<file path="src/rtl/alu_op_sequencer_pkg.sv">
// Shared opcode, FSM-state and decode definitions for the ALU operation sequencer.
package alu_op_sequencer_pkg;

    localparam int unsigned OP_ADD   = 0;
    localparam int unsigned OP_SUB   = 1;
    localparam int unsigned OP_AND   = 2;
    localparam int unsigned OP_OR    = 3;
    localparam int unsigned OP_SHR   = 4;
    localparam int unsigned OP_SHRA  = 5;
    localparam int unsigned OP_SHL   = 6;
    localparam int unsigned OP_ROR   = 7;
    localparam int unsigned OP_ROL   = 8;
    localparam int unsigned OP_MUL   = 9;
    localparam int unsigned OP_DIV   = 10;
    localparam int unsigned OP_NEG   = 11;
    localparam int unsigned OP_NOT   = 12;
    localparam int unsigned OP_COUNT = 13;

    localparam logic [1:0] ST_IDLE = 2'd0;
    localparam logic [1:0] ST_EXEC = 2'd1;
    localparam logic [1:0] ST_WAIT = 2'd2;
    localparam logic [1:0] ST_DONE = 2'd3;

    function automatic logic is_multicycle(input int unsigned op);
        return (op == OP_MUL) || (op == OP_DIV);
    endfunction

endpackage

</file>
<file path="src/rtl/alu_op_sequencer.sv">
// Multi-cycle ALU controller: valid/ready request in, registered ALU drive, HI/LO response out.
// Optional ALU_SEQ_ILLEGAL_TRAP_EN adds rsp_err and short-circuits opcodes >= OP_COUNT.
module alu_op_sequencer
    import alu_op_sequencer_pkg::*;
#(
    parameter int unsigned DATA_W        = 32,
    parameter int unsigned SEL_W         = 5,
    parameter int unsigned MULDIV_CYCLES = 4
) (
    input  logic                clk,
    input  logic                clr_n,
    input  logic                req_valid,
    output logic                req_ready,
    input  logic [SEL_W-1:0]    req_op,
    input  logic [DATA_W-1:0]   req_a,
    input  logic [DATA_W-1:0]   req_b,
    output logic [DATA_W-1:0]   alu_a,
    output logic [DATA_W-1:0]   alu_b,
    output logic [SEL_W-1:0]    alu_sel,
    input  logic [2*DATA_W-1:0] alu_res,
    output logic                rsp_valid,
    input  logic                rsp_ready,
    output logic [DATA_W-1:0]   rsp_lo,
    output logic [DATA_W-1:0]   rsp_hi,
`ifdef ALU_SEQ_ILLEGAL_TRAP_EN
    output logic                rsp_err,
`endif
    output logic                busy
);

    localparam int unsigned CNT_W = 4;

    logic [1:0]       state_q, state_d;
    logic [CNT_W-1:0] cnt_q, cnt_d;
    logic             accept, capture, illegal;

    always_comb begin
        state_d = state_q;
        cnt_d   = cnt_q;
        accept  = 1'b0;
        capture = 1'b0;
        illegal = 1'b0;
        case (state_q)
            ST_IDLE: begin
                if (req_valid) begin
`ifdef ALU_SEQ_ILLEGAL_TRAP_EN
                    if (32'(req_op) >= OP_COUNT) begin
                        illegal = 1'b1;
                        state_d = ST_DONE;
                    end else
`endif
                    begin
                        accept  = 1'b1;
                        state_d = ST_EXEC;
                    end
                end
            end
            ST_EXEC: begin
                if (is_multicycle(32'(alu_sel)) && (MULDIV_CYCLES > 1)) begin
                    cnt_d   = CNT_W'(MULDIV_CYCLES - 2);
                    state_d = ST_WAIT;
                end else begin
                    capture = 1'b1;
                    state_d = ST_DONE;
                end
            end
            ST_WAIT: begin
                if (cnt_q == '0) begin
                    capture = 1'b1;
                    state_d = ST_DONE;
                end else begin
                    cnt_d = cnt_q - 1'b1;
                end
            end
            ST_DONE: begin
                if (rsp_ready) state_d = ST_IDLE;
            end
            default: state_d = ST_IDLE;
        endcase
    end

    always_ff @(posedge clk or negedge clr_n) begin
        if (!clr_n) begin
            state_q <= ST_IDLE;
            cnt_q   <= '0;
            alu_a   <= '0;
            alu_b   <= '0;
            alu_sel <= '0;
            rsp_lo  <= '0;
            rsp_hi  <= '0;
`ifdef ALU_SEQ_ILLEGAL_TRAP_EN
            rsp_err <= 1'b0;
`endif
        end else begin
            state_q <= state_d;
            cnt_q   <= cnt_d;
            // ALU inputs only move on accept so the ALU never sees a mid-op change
            if (accept) begin
                alu_a   <= req_a;
                alu_b   <= req_b;
                alu_sel <= req_op;
            end
            if (capture) begin
                rsp_lo <= alu_res[DATA_W-1:0];
                rsp_hi <= alu_res[2*DATA_W-1:DATA_W];
            end
`ifdef ALU_SEQ_ILLEGAL_TRAP_EN
            if (illegal) begin
                rsp_lo  <= '0;
                rsp_hi  <= '0;
                rsp_err <= 1'b1;
            end else if ((state_q == ST_DONE) && rsp_ready) begin
                rsp_err <= 1'b0;
            end
`endif
        end
    end

    assign req_ready = (state_q == ST_IDLE);
    assign busy      = (state_q != ST_IDLE);
    assign rsp_valid = (state_q == ST_DONE);

endmodule

</file>
<file path="config.mk">
export PLATFORM = sky130hd
export DESIGN_NAME = alu_op_sequencer
export DESIGN_NICKNAME = d
export VERILOG_FILES = /design/src/rtl/alu_op_sequencer_pkg.sv /design/src/rtl/alu_op_sequencer.sv
export SDC_FILE = /design/constraint.sdc
export NUM_CORES = 1
export LEC_CHECK = 0
export ABC_AREA = 0
export CAP_MARGIN = 20
export CORE_MARGIN = 10
export CORE_UTILIZATION = 41
export CTS_CLUSTER_SIZE = 12
export DETAILED_ROUTE_END_ITERATION = 12
export PLACE_DENSITY = 0.81
export SYNTH_ARGS = -nofsm -noshare
export SYNTH_HDL_FRONTEND = slang
export SYNTH_SLANG_ARGS = --single-unit
</file>
<file path="constraint.sdc">
create_clock -name clk -period 2.2 [get_ports clk]
set_input_delay 0.22 -clock clk [delete_from_list [all_inputs] [get_ports clk]]
set_output_delay 0.22 -clock clk [all_outputs]
set_load 0.01 [all_outputs]
</file>
**After elaboration in Yosys (flattened, before gate mapping)**

Index checks and enable logic that the tools add are counted.

- Memories: 0
- Bits in writable memories: 0
- Bits in read-only memories: 0
- Output and inout bits: 136
- Bits in registers: 139
- Bits in latches: 0
- Input bits: 137

- Div/mod/pow operators: 0
- Reductions and logical operators: 7
- Add/subtract/negate cells: 1
- Multiply operators: 0
- Equal/unequal tests: 10
- Mux-type cells: 13
- Bitwise gates (word level): 0
- $lt $le $gt $ge: 0
- Shift-type cells: 0

Operators with widths:

| kind | number |
|---|---|
| $eq A5 B4 Y1 const B | 2 |
| $mux W4 | 2 |
| $ne A2 B2 Y1 const B | 4 |
| $pmux W2 S4 | 1 |
| $pmux W4 S2 | 1 |
| $mux W2 | 3 |
| $reduce_and A3 Y1 | 2 |
| $mux W1 | 5 |
| $eq A2 B2 Y1 const B | 2 |
| $logic_not A4 Y1 | 1 |
| $reduce_bool A2 Y1 | 2 |
| $sub A4 B1 Y4 const B | 1 |
| $eq A2 B1 Y1 const B | 1 |
| $logic_not A2 Y1 | 1 |
| $ne A2 B1 Y1 const B | 1 |
| $pmux W1 S2 | 1 |
| $logic_or A1 B1 Y1 | 1 |

**Logic depth before layout (Yosys ltp)**

Gate-level depths: netlist of run 1.

- Word-level depth: 4
- Depth in mapped cells: 7

**Worst setup path before layout of run 1**

No wires, ideal clock.

- Kind: flip-flop to flip-flop
- Start point: reg state_q[0]
- End point: reg alu_b[11]
- Stages on the path, launching flop included: 7
- Data arrival time: 1802 ps
- Slack: 273 ps
- Buffers on the path: 2
- Period minus slack after synthesis: 1927 ps
- Cells stage by stage: dfrtp_1 > inv_1 > ha_1 > nand2_1 > buf_1 > buf_2 > mux2_2

- Cells in the longest elaborated chain, start to end: 2

RTL lines:

| element | line | text |
|---|---|---|
| start, declared | alu_op_sequencer.sv:33 | `logic [1:0] state_q, state_d;` |
| start signal, assigned | alu_op_sequencer.sv:95 | `state_q <= state_d;` |
| $logic_not A2 Y1 | -- |  |
| net req_ready | alu_op_sequencer.sv:13 | `output logic req_ready,` |
| $mux W1 | alu_op_sequencer.sv:43 | `case (state_q)` |
| end signal, assigned | alu_op_sequencer.sv:100 | `alu_b <= req_b;` |
| end, declared | alu_op_sequencer.sv:18 | `output logic [DATA_W-1:0] alu_b,` |

The timed path passes the listed nets, and every way through them passes these cells.
A chain may end at the register's enable or synchronous reset.

**Final worst setup path of run 1**

- Start point: reg state_q[0]
- End point: out req_ready

- Cells in the longest elaborated chain, start to end: 1

RTL lines:

| element | line | text |
|---|---|---|
| $logic_not A2 Y1 | alu_op_sequencer.sv:119 | `assign req_ready = (state_q == ST_IDLE);` |
| end, declared | alu_op_sequencer.sv:13 |  |

Every way passes these cells.

==> summary.txt, run 1 <==
Setup path
  • Number of stages on the worst setup path: 3
  • WP data required: between 1.5 and 2 ns
  • Slowest CP cell: clkdlybuf4s50_1
  • Register-to-Register Setup Slack: 0.19 ns
  • Worst Path Max Fanout: 5
  • Critical path, cell by cell: inv_1, ha_1, clkdlybuf4s50_1
  • WP buf/inv: 2
  • RR Endpoint: rsp_lo[27]
  • Cell family with most CP delay: buffers and inverters
  • FF-to-FF path depth: 7
  • Worst Setup SP: state_q[0]
  • Slowest stage delay, CP: 0.58 ns
  • Worst setup path class: reg -> out
  • Startpoint types: flop
  • Worst r2r src: cnt_q[1]
  • Arr. time, crit path: 1.84 ns
  • Setup crit end kind: output port

Routing
  • DR vias/cell: 4.84
  • Drt total wl: between 15 and 20 mm
  • DRC: 0
  • Routed length per instance: 21.4 um
  • 1st-iter DRT viols: 125
  • First-pass detailed-route iteration total: 4
  • Via count: 3,911
  • Antenna viol nets, final: 0

Floorplan
  • Row cnt: 42
  • Die height: 137 um
  • Initial Util: 42.3%
  • Core outline area: approximately 0.013 mm^2
  • Io pins: 273
  • Die width: 137 um
  • Die area: 0.0188 mm^2

Clock tree
  • Clk buf depth: 2
  • H-tree levels: 4
  • CTS root buf: clkbuf_16
  • CTS Buf Count: 17
  • CTS sink cnt: between 100 and 150
  • CTS tree: done
  • Clock transition at the registers of the reported paths: roughly 0.06 ns
  • Skew-Pair Late Insertion Delay: 0.41 ns

Finish
  • Diode count: 0
  • Post-route design area: 0.00925 mm^2
  • Area Growth Syn to Fin: 63.9%
  • # fillers: 926
  • Most frequent cells in the layout: clkdlybuf4s50_1 (271), dfrtp_1 (139), mux2_2 (73), mux2_4 (60), clkbuf_16 (18)
  • Commonest non-fill, non-tap cell in the layout: clkdlybuf4s50_1
  • Layout cell share with drive strength beyond 1: approximately 28%
  • Post-route core utilization: 69.3%
  • Layout Nets: 763

STA
  • Final setup TNS: 0 ns
  • Hold_ws: 0.379 ns
  • Max_slew headroom: between 60% and 70%
  • Final setup vio count: 0
  • Slew at the pin with the worst max-slew slack: 0.571 ns
  • Final Skew: 0.00758 ns
  • RSZ-0062 raised after global routing: no
  • Final Cycle Share: between 90% and 100%
  • Max-slew violations: 0
  • Fmax: 486 MHz
  • Final min period: 2.06 ns
  • Fin. Hold Viols: 0

Power and ir drop
  • Leakage power: approximately 0.004 uW
  • Cell internal pwr: 10,500 uW
  • Clock power frac: 18.9%
  • Pwr/cell area: 1630 mW/mm^2
  • Sequential group share of total power: 31.0%
  • Combinational Power Share: 50.1%
  • Power, Total: approximately 15,000 uW
  • Switching Fraction: 30.4%
  • Worst vdd ir: 0.000906 V
  • Switching power: about 4600 uW

Logic synthesis
  • Post-synthesis sequential area ratio: 61.7%
  • Syn avg cell area: 17.0 um^2
  • Synth Flop Type: dfrtp_1
  • Ranking of synthesized cells by area: dfrtp_1 (62%), mux2_4 (16%), mux2_2 (15%)
  • Ys Warns: 0
  • Syn Inst Count: 331
  • Post-synth EDFFs: 0
  • Async SR Flop Fraction: 100%
  • Mapped Nets: around 470
  • Synth cell types: 27
  • Cell area after synthesis: between 0.005 and 0.006 mm^2
  • Yosys reg bits: roughly 140
  • Area leader, netlist: dfrtp_1
  • Top-area cell type share of the netlist area: 61.7%

Status
  • Status: complete, no violations

Place
  • Area after DPL: ~0.0086 mm^2
  • Gp weighted congestion: 0.778
  • Port buffer count: 272
  • Dpl hpwl: 13.2 mm

Job
  • Max-cap violation count: 0

Global routing
  • GRT Overall Usage: ~18%
  • Global-route wire length before repair: 25.8 mm
  • Initial antenna violation count: 0
  • Grt ovf: 0
  • Vias in the first global route: 4,453
  • Largest net degree at the start of global routing: 57

Hold path
  • HP Class: in -> async
## per-stage QoR
step	std cells	setup WS [ns]
after floorplan	331	0.273
after global placement	774	0.303
after detailed placement	774	0.0683
after CTS	806	0.0224
after global routing	808	0.00507
final	808	0.144
## worst max-delay path by stage
stage | end | slack, ns
after global placement | rsp_lo[10] | 0.30
after detailed placement | state_q[0] | 0.07
after global routing | req_ready | 0.005
final | req_ready | 0.14
after CTS | state_q[0] | 0.02
after floorplan | alu_b[11] | 0.27
## state kept, by name (all words and copies together) (netlist names)
register / count
alu_a: 32
alu_b: 32
alu_sel: 5
cnt_q: 4
rsp_hi: 32
rsp_lo: 32
state_q: 2
## cell usage after synthesis, drive strengths merged (2+ instances only)
cell type  number
nor2            4
and4            2
dfrtp         139
mux2          133
a22o            2
o21ai           4
inv            10
ha              6
a211o           2
buf            14
nor3b           2
nand2           3
## cells by family after synthesis
group / after synthesis / share of synthesized area (%)
AND/OR/NAND/NOR: 15 / 1.55
buffers and inverters: 24 / 2.42
AO/OA/AOI/OAI: 13 / 2.33
multiplexers: 133 / 30.5
flip-flops: 139 / 61.7
adder cells (fa/ha/maj): 6 / 1.33
XOR/XNOR: 1 / 0.155
## layer usage
layer  track usage, %  wire (um)  vias up
met3             6.37       1380       30
met4             6.44        392        0
met2             32.0       9180      164
met1             18.9       6360     1966
met5                0          0        -
li1                 -          -     1751
## timing repair
action                                  in CTS  in global routing
endpoints found under the setup margin       0                  3
endpoints found under the hold margin       54                  0
setup buffers                                0                  1
hold buffers                                 1                  0
resized for setup                            0                  0
## power by group through the flow
stage | Clock, uW | Sequential, uW | Combinational [uW]
6_report | 2860 | 4690 | 7570
5_1_grt | 3010 | 4840 | 8020
4_1_cts | 2910 | 4700 | 7610
3_5_place_dp | 0 | 4700 | 7570
3_3_place_gp | 0 | 4610 | 7320
2_1_floorplan | 0 | 5200 | 3300
## layout make-up
class / count / area [um^2] / share of cell area [%]
flip-flops and latches: 139 / 3480 / 37.6
repair buffers: 284 / 2900 / 31.3
multi-input cells: 168 / 2030 / 21.9
clock buffers: 23 / 468 / 5.06
well taps: 176 / 220 / 2.38
clock inverters: 8 / 118 / 1.27
inverters: 10 / 37.5 / 0.406
No activity file was read; power rests on OpenSTA's default activity.
==> inputs of run 2 (changes only) <==
--- a/config.mk
+++ b/config.mk
@@ -8,10 +8,11 @@
 export ABC_AREA = 0
 export CAP_MARGIN = 20
 export CORE_MARGIN = 10
-export CORE_UTILIZATION = 41
+export CORE_UTILIZATION = 35
+export CTS_BUF_LIST = sky130_fd_sc_hd__clkbuf_16
 export CTS_CLUSTER_SIZE = 12
 export DETAILED_ROUTE_END_ITERATION = 12
-export PLACE_DENSITY = 0.81
+export PLACE_DENSITY = 0.71
 export SYNTH_ARGS = -nofsm -noshare
 export SYNTH_HDL_FRONTEND = slang
 export SYNTH_SLANG_ARGS = --single-unit
==> constraint.sdc (replaced) <==
create_clock -name clk -period 2.2 [get_ports clk]
set_input_delay 0.44 -clock clk [delete_from_list [all_inputs] [get_ports clk]]
set_output_delay 0.44 -clock clk [all_outputs]
set_load 0.01 [all_outputs]
==> run 2 against run 1 <==
Net effect:
- die area increased by 15%
- final cell count increased by 4.5%
- clock-buffer cell count decreased by 6
- combinational power is 0.9% lower
- clock power down 10%
- design area down 0.46%
- register-to-register slack worse by 0.13 ns
- worst setup slack worse by 0.082 ns
==> summary.txt, run 2 (synthesis results as in run 1) <==
Finish
  • Commonest non-fill, non-tap cell in the layout: clkdlybuf4s50_1
  • Diode count: 0
  • Post-route design area: 0.00920 mm^2
  • Layout cell share with drive strength beyond 1: between 20 and 30%
  • Layout Nets: between 700 and 800
  • Most frequent cells in the layout: clkdlybuf4s50_1 (269), dfrtp_1 (139), mux2_2 (73), mux2_4 (60), clkbuf_16 (17)
  • Area Growth Syn to Fin: 63.2%

Clock tree
  • CTS tree: done
  • CTS root buf: clkbuf_16
  • CTS Buf Count: 17
  • Clk buf depth: 2
  • Clock transition at the registers of the reported paths: around 0.060 ns
  • CTS sink cnt: around 140
  • H-tree levels: 4
  • Skew-Pair Late Insertion Delay: slightly above 0.4 ns

Setup path
  • Worst r2r src: cnt_q[0]
  • WP buf/inv: 1
  • Arr. time, crit path: 2.46 ns
  • Worst Path Max Fanout: 4
  • Slowest stage delay, CP: about 0.5 ns
  • Startpoint types: flop
  • Worst Setup SP: cnt_q[0]
  • WP data required: 2.52 ns
  • Worst setup path class: reg -> reg
  • Critical path, cell by cell: inv_1, ha_1, or3b_4, a222oi_1, o21ai_0, a32oi_1
  • Slowest CP cell: a222oi_1
  • Setup crit end kind: flop
  • Cell family with most CP delay: compound AO/OA/AOI/OAI gates

STA
  • Final min period: 2.14 ns
  • Fin worst setup slack: around 0.062 ns
  • Max-slew violations: 0
  • Final Cycle Share: 97.2%
  • Fin. Hold Viols: 0
  • Final setup vio count: 0
  • Hold_ws: 0.501 ns
  • Final Skew: 0.00914 ns
  • Slew at the pin with the worst max-slew slack: 0.545 ns
  • Max_slew headroom: 63.5%
  • Fmax: ~470 MHz

Power and ir drop
  • Power, Total: 14,700 uW
  • Leakage power: 0.00397 uW
  • Pwr/cell area: about 1600 mW/mm^2
  • Worst vdd ir: 0.000820 V

Routing
  • Routed length per instance: 20.2 um
  • First-pass detailed-route iteration total: 4
  • Via count: 3,858
  • DR vias/cell: about 4.6
  • Drt total wl: 17.0 mm
  • Antenna viol nets, final: 0
  • DRC: 0
  • 1st-iter DRT viols: 135

Floorplan
  • Die area: approximately 0.022 mm^2
  • Row cnt: 46
  • Io pins: between 200 and 300
  • Core outline area: 0.0158 mm^2
  • Die height: 147 um
  • Die width: 147 um
  • Initial Util: a little over a third

Place
  • Area after DPL: 0.00866 mm^2
  • Port buffer count: ~270
  • Place WS: 0.116 ns
  • Gp weighted congestion: 0.710
  • Dpl hpwl: 13.0 mm

Global routing
  • Largest net degree at the start of global routing: 70
  • Global-route wire length before repair: 26.3 mm
  • Vias in the first global route: 4,364
  • Grt ovf: 0
  • GRT Overall Usage: 15.6%
  • Initial antenna violation count: 0

Job
  • Max-cap violation count: 0

Status
  • Status: complete, no violations

Hold path
  • HP Class: reg -> reg
  • Hold path startpoint: alu_b[30]
## run 2: per-layer routing
metal / vias to the layer above / track usage (%) / part of all wire [%]
li1: 1733 / - / -
met2: 165 / 27.4 / 52
met1: 1939 / 16.5 / 38
met4: 0 / 4.81 / 2.0
met3: 21 / 6.97 / 8.0
met5: - / 0 / 0
## run 2: worst register-to-register path: cells and delay by family (launching register included)
family,cells,cell delay (ns)
adders and majority gates,1,0.22
DFF,1,0.41
and+or+nand+nor,1,0.43
AOI/OAI and AO/OA,3,0.90
buffers and inverters,1,0.10
## run 2: per-stage QoR
stage                     TNS (ns)  cells  utilization (%)
after floorplan                  0    331                -
after global placement           0    811             54.7
after detailed placement         0    811             54.7
after CTS                        0    842             58.0
after global routing       -0.0255    844             58.2
final                            0    844             58.2
## run 2: area by class of cell
type                            instances  area (um^2)
Tap cell                              216          270
Clock inverter                         13         91.3
Timing Repair Buffer                  281         2870
Multi-Input combinational cell        168         2030
Fill cell                            1250         6620
Sequential cell                       139         3480
Inverter                               10         37.5
Clock buffer                           17          425
## run 2: power by group
group	total (uW)	internal, uW	switching [uW]	leakage, uW
sequential	4670	3910	760	0.00164
combinational	7500	4750	2750	0.00206
clock	2560	1510	1050	0.000264
## run 2: repair_timing
item,in CTS,in global routing
endpoints found under the setup margin,2,2
gates resized for setup,3,2
hold buffers,1,0
buffers inserted,0,2
pin swaps,0,1
hold endpoints to repair,43,0
## run 2: path summary, 6_finish.rpt
kind	to	cells after the start	slack (ns)
max	state_q[0]	6	0.06
min	alu_b[30]	1	0.50
max reg2reg	state_q[0]	6	0.06
min reg2reg	alu_b[30]	1	0.50
max in group asynchronous	alu_a[0]	3	1.01
min in group asynchronous	rsp_lo[1]	2	0.53
